===== src/rtl/stream_demux_1to2_pkg.sv =====
// ----------------------------------------------------------------------------
// stream_demux_1to2_pkg
//
// Purpose: shared constants and types for the 1:2 stream demultiplexer and
// its per-port 2-entry FIFO.
//
// Contents:
//   DEMUX_WIDTH   default payload width in bits
//   DEMUX_DEPTH   entries held by each output buffer
//   PORT0/PORT1   select values steering a transfer to output 0 or 1
//   fifo_count_t  occupancy counter type (holds 0..DEMUX_DEPTH)
//   FIFO_FULL     occupancy value at which a buffer refuses pushes
// ----------------------------------------------------------------------------
package stream_demux_1to2_pkg;

  localparam int DEMUX_WIDTH = 16;
  localparam int DEMUX_DEPTH = 2;

  localparam logic PORT0 = 1'b0;
  localparam logic PORT1 = 1'b1;

  typedef logic [1:0] fifo_count_t;

  localparam fifo_count_t FIFO_FULL = fifo_count_t'(DEMUX_DEPTH);

endpackage


===== src/rtl/demux_fifo2.sv =====
// ----------------------------------------------------------------------------
// demux_fifo2
//
// Purpose: 2-entry first-in first-out buffer used as the output stage of
// each port of the stream demultiplexer. Storage is registered and the head
// entry is presented directly from storage, so a pushed word is visible
// one cycle after the push.
//
// Ports:
//   clk      in   rising-edge clock
//   rst      in   asynchronous active-high reset, empties buffer, clears data
//   push_i   in   write data_i at the tail (ignored while full)
//   data_i   in   payload to write
//   full_o   out  buffer holds DEMUX_DEPTH entries
//   pop_i    in   consumer takes the head entry (ignored while empty)
//   valid_o  out  buffer holds at least one entry
//   data_o   out  head entry payload
// ----------------------------------------------------------------------------
module demux_fifo2
  import stream_demux_1to2_pkg::*;
#(
  parameter int WIDTH = DEMUX_WIDTH
) (
  input  logic             clk,
  input  logic             rst,
  input  logic             push_i,
  input  logic [WIDTH-1:0] data_i,
  output logic             full_o,
  input  logic             pop_i,
  output logic             valid_o,
  output logic [WIDTH-1:0] data_o
);

  logic [WIDTH-1:0] mem_q [DEMUX_DEPTH];
  logic             wrPtr_q;
  logic             wrPtr_d;
  logic             rdPtr_q;
  logic             rdPtr_d;
  fifo_count_t      count_q;
  fifo_count_t      count_d;
  logic             pushEn;
  logic             popEn;

  // The buffer protects itself: a push while full or a pop while empty is
  // dropped here, so the caller never corrupts occupancy by mistake.
  always_comb begin
    pushEn = push_i & ~full_o;
    popEn  = pop_i & valid_o;
  end

  // Next-state for pointers and occupancy. With one slot per pointer value
  // the pointers simply toggle, which is the 1->0 wrap. A push and a pop in
  // the same cycle leave occupancy unchanged.
  always_comb begin
    wrPtr_d = wrPtr_q ^ pushEn;
    rdPtr_d = rdPtr_q ^ popEn;
    count_d = count_q;
    case ({pushEn, popEn})
      2'b10:   count_d = count_q + fifo_count_t'(1);
      2'b01:   count_d = count_q - fifo_count_t'(1);
      default: count_d = count_q;
    endcase
  end

  // State registers. Reset throws away whatever was held and zeroes the
  // storage so the head payload reads 0 while empty after reset.
  always_ff @(posedge clk or posedge rst) begin
    if (rst) begin
      wrPtr_q <= 1'b0;
      rdPtr_q <= 1'b0;
      count_q <= '0;
      for (int i = 0; i < DEMUX_DEPTH; i++) begin
        mem_q[i] <= '0;
      end
    end else begin
      wrPtr_q <= wrPtr_d;
      rdPtr_q <= rdPtr_d;
      count_q <= count_d;
      if (pushEn) begin
        mem_q[wrPtr_q] <= data_i;
      end
    end
  end

  // Status and head payload come straight from registered state.
  always_comb begin
    full_o  = (count_q == FIFO_FULL);
    valid_o = (count_q != '0);
    data_o  = mem_q[rdPtr_q];
  end

endmodule


===== src/rtl/stream_demux_1to2.sv =====
// ----------------------------------------------------------------------------
// stream_demux_1to2
//
// Purpose: steers one valid/ready input stream to one of two output streams,
// chosen per transfer by in_sel_i. Each output has its own 2-entry buffer so
// a stalled consumer only blocks traffic headed for its own port.
//
// Ports:
//   clk           in   rising-edge clock
//   rst           in   asynchronous active-high reset
//   in_valid_i    in   producer holds a transfer
//   in_ready_o    out  transfer accepted this cycle when valid & ready
//   in_sel_i      in   destination: PORT0 or PORT1
//   in_data_i     in   payload
//   out0_valid_o  out  port 0 head entry valid
//   out0_ready_i  in   port 0 consumer accepts head
//   out0_data_o   out  port 0 head payload
//   out1_valid_o  out  port 1 head entry valid
//   out1_ready_i  in   port 1 consumer accepts head
//   out1_data_o   out  port 1 head payload
// ----------------------------------------------------------------------------
module stream_demux_1to2
  import stream_demux_1to2_pkg::*;
#(
  parameter int WIDTH = DEMUX_WIDTH
) (
  input  logic             clk,
  input  logic             rst,
  input  logic             in_valid_i,
  output logic             in_ready_o,
  input  logic             in_sel_i,
  input  logic [WIDTH-1:0] in_data_i,
  output logic             out0_valid_o,
  input  logic             out0_ready_i,
  output logic [WIDTH-1:0] out0_data_o,
  output logic             out1_valid_o,
  input  logic             out1_ready_i,
  output logic [WIDTH-1:0] out1_data_o
);

  logic full0;
  logic full1;
  logic push0;
  logic push1;
  logic pop0;
  logic pop1;

  // Ready looks only at the fullness of the selected port, never at the
  // consumer's ready, so a full port refuses a push even when it is being
  // drained in the same cycle. This keeps in_ready free of any path from
  // the output side.
  always_comb begin
    in_ready_o = (in_sel_i == PORT1) ? ~full1 : ~full0;
  end

  // Only the selected port sees the accepted transfer; both ports may pop
  // independently every cycle.
  always_comb begin
    push0 = in_valid_i & in_ready_o & (in_sel_i == PORT0);
    push1 = in_valid_i & in_ready_o & (in_sel_i == PORT1);
    pop0  = out0_valid_o & out0_ready_i;
    pop1  = out1_valid_o & out1_ready_i;
  end

  demux_fifo2 #(
    .WIDTH (WIDTH)
  ) port0Fifo (
    .clk     (clk),
    .rst     (rst),
    .push_i  (push0),
    .data_i  (in_data_i),
    .full_o  (full0),
    .pop_i   (pop0),
    .valid_o (out0_valid_o),
    .data_o  (out0_data_o)
  );

  demux_fifo2 #(
    .WIDTH (WIDTH)
  ) port1Fifo (
    .clk     (clk),
    .rst     (rst),
    .push_i  (push1),
    .data_i  (in_data_i),
    .full_o  (full1),
    .pop_i   (pop1),
    .valid_o (out1_valid_o),
    .data_o  (out1_data_o)
  );

endmodule

===== config.mk =====
export PLATFORM = sky130hd
export DESIGN_NAME = stream_demux_1to2
export DESIGN_NICKNAME = d
export VERILOG_FILES = /design/src/rtl/stream_demux_1to2_pkg.sv /design/src/rtl/demux_fifo2.sv /design/src/rtl/stream_demux_1to2.sv
export SDC_FILE = /design/constraint.sdc
export NUM_CORES = 1
export LEC_CHECK = 0
export ABC_AREA = 1
export CORE_MARGIN = 2
export CORE_UTILIZATION = 56
export CTS_CLUSTER_SIZE = 25
export DETAILED_ROUTE_END_ITERATION = 12
export PLACE_DENSITY = 0.84
export RECOVER_POWER = 100
export SLEW_MARGIN = 30
export SYNTH_ARGS = -nofsm -noshare
export SYNTH_HDL_FRONTEND = slang
export SYNTH_SLANG_ARGS = --single-unit

===== constraint.sdc =====
create_clock -name clk -period 3.13 [get_ports clk]
set_input_delay 0.313 -clock clk [delete_from_list [all_inputs] [get_ports clk]]
set_output_delay 0.313 -clock clk [all_outputs]
set_load 0.01 [all_outputs]

==> impl_metrics.yaml <==
synthesis:
  yosysTopAreaCellShare_pct: 55.09
  yosys_warnings: 0
  ys_types: 13
  ys_seq_elements: 72
  syn_area_per_cell_um2: 8.136
  synth_area_um2: 3271
  netlist_instances: 402
  synth_top_cell_by_area: "dfrtp_1"
  syn_nets: 430
  synth-seq-area-share_pct: 55.09
  synth.area.top_cells: "dfrtp_1, o21ai_0, nand2_1, inv_1, ha_1"
clock_tree:
  ctsHtreeMaxLevel: 3
  path_clk_slew_ps: 80
  cts_root_buf: "clkbuf_8"
  cts.sinks: 72
  hold_buffers: 0
  clock_path_buffers: 2
  clk-insertion-delay-late_ps: 340
  post_cts_buffers: 0
  cts_buffers: 9
  cts_tree: "yes"
  ctsResizeCount: 0
setup_path:
  cp-start-kind: "flip-flop"
  slowest_stage: "dfrtp_1"
  arrival_ps: 2240
  worstReg2RegStart: "port0Fifo.count_q[0]$_DFFE_PP0P_"
  critPathBufInv: 1
  critPathLaunch: "port1Fifo.rdPtr_q$_DFF_PP0_"
  cp_cell_sequence: "o21ai_0 > dlygate4sd3_1"
  critPathMaxFanout: 34
  worstPathRequired_ps: 2820
  crit_type: "reg2out"
  critPathTopFamily: "flip-flops"
  critPathMaxStageDelay_ps: 960
  cp-end-kind: "primary output"
min_path:
  worstHoldStart: "port0Fifo.count_q[1]$_DFFE_PP0P_"
  hp-class: "reg2reg"
routing:
  drt-initial-drc-count: 202
  firstDrtPassIters: 4
  vias_per_cell: 4.966
  wire_per_inst_um: 12.74
  drc: 0
  ant_nets: 0
  wl_mm: 6.779
  vias: 2642
floorplan:
  io_pins: 57
  initial_core_util_pct: 58.68
  die_area_um2: 6467
  die_height_um: 80.42
  rows: 27
  die_w_um: 80.42
  core_area_um2: 5574
grt:
  grt_pass1_vias: 2576
  antenna_found_initial: 0
  grt_pass1_wl_mm: 11.32
  global_route.usage.total_pct: 23.00
  overflow: 0
  grt_start_max_net_pins: 73
sta:
  rsz0062_at_grt: "no"
  min_period_ps: 2554
  max_freq_mhz: 391.5
  setup_tns_ps: 0
  timing_hold_violations_final: 0
  maxSlewHeadroom_pct: -14.25
  setup_ws_ps: 575.8
  final-setup-viol-count: 0
  post-route-period-util_pct: 81.60
  fin_worst_skew_ps: 9.248
  slew_viol_final: 73
  tightest_slew_ps: 1714
  hold-worst-slack_ps: 502.2
flow_run:
  maxCapViolCount: 1
pwr:
  power_mw: 4.031
  ir_drop_mv: 0.5765
  total_leakage_power_nw: 1.956
  p_per_area_nw_per_um2: 996.7
finish:
  antennaDiodeCount: 0
  final_cell_area_um2: 4044
  layout_common_cells: "nand2_1, o21ai_0, inv_1"
  fin_nets: 483
  layout-drive-gt1-share_pct: 3.696
  area_delta_synth_final_pct: 23.64
  final_common_cell: "nand2_1"
  fillCellCount: 439
run_status:
  violations: "max-capacitance violations, max-slew violations"
  outcome: "finished, violations left"
placed_design:
  dp_hpwl_mm: 4.618
  place_congestion: 0.8063
  portBuffers: 56
  placed_cell_area_um2: 3851
  place_ws_ps: 897.5
-- cell usage after synthesis --
library cell and n:
buf_2 14, buf_4 4, dfrtp_1 72, ha_1 6, inv_1 81, inv_2 2, nand2_1 117, nand3_1 2
nand3b_1 2, nand4_1 2, nor2_1 2, o21ai_0 96, xnor2_1 2
-- per-layer routing --
layer	GRT usage, %	vias up	share of wire (%)
met5	0	-	0
met4	9.153	0	2.2
met3	4.719	13	4.6
met2	39.33	73	50
met1	28.49	1230	44
li1	-	1326	-
-- through the flow --
| stage | util, % | cells |
|---|---|---|
| after global placement | 69.09 | 516 |
| after global routing | 72.55 | 532 |
| after CTS | 72.79 | 532 |
| after detailed placement | 69.09 | 516 |
| final | 72.55 | 532 |
| after floorplan | - | 402 |
-- sequential cells by signal, summed over array words and instances, names as in the netlist --
name / cells
port0Fifo.mem_q: 32
port1Fifo.wrPtr_q: 1
port0Fifo.rdPtr_q: 1
port1Fifo.mem_q: 32
port0Fifo.wrPtr_q: 1
port1Fifo.count_q: 2
port1Fifo.rdPtr_q: 1
port0Fifo.count_q: 2
-- area by class of cell --
type / count / area, um2 / area share (%)
clock buffer: 11 / 151.4 / 3.744
timing repair buffer: 60 / 576.8 / 14.26
multi-input combinational: 229 / 1057 / 26.14
clock inverter: 5 / 55.05 / 1.361
sequential: 72 / 1802 / 44.55
inverter: 83 / 311.5 / 7.704
tap: 72 / 90.09 / 2.228
-- worst register-to-register path, cell delays in order, from the launching register on --
cell,delay [ps]
dfrtp_1,390
inv_1,80
nand2_1,80
nand2_1,70
nor2_1,170
ha_1,180
clkbuf_1,890
o21ai_0,280
-- path summary, 6_finish.rpt --
| path | to | slack (ps) | cells past startpoint |
|---|---|---|---|
| worst max-delay path | out1_data_o[13] | 580 | 2 |
| worst min-delay path | port0Fifo.count_q[1]$_DFFE_PP0P_ | 500 | 2 |
| worst max register to register | port0Fifo.mem_q[18]$_DFFE_PP0P_ | 830 | 7 |
| worst min register to register | port0Fifo.count_q[1]$_DFFE_PP0P_ | 500 | 2 |
| max in group asynchronous | port1Fifo.mem_q[29]$_DFFE_PP0P_ | 1100 | 3 |
| min in group asynchronous | port1Fifo.rdPtr_q$_DFF_PP0_ | 990 | 3 |
-- where the power goes --
group          leakage, nW  switching (mW)  total (mW)  internal [mW]
Clock                0.101           0.345       0.753          0.409
Sequential           0.880           0.298        1.68           1.38
Combinational        0.974           0.846        1.59          0.749
Total                 1.96            1.49        4.03           2.54
-- kinds of logic after synthesis --
group | count (synthesis) | share of synthesized area (%)
and+or+nand+nor | 125 | 14.80
buffers and inverters | 101 | 12.59
AOI/OAI and AO/OA | 96 | 14.69
DFF | 72 | 55.09
adders and majority gates | 6 | 2.295
xor gates and xnor gates | 2 | 0.5357
Power figures use the tool's default switching activity.
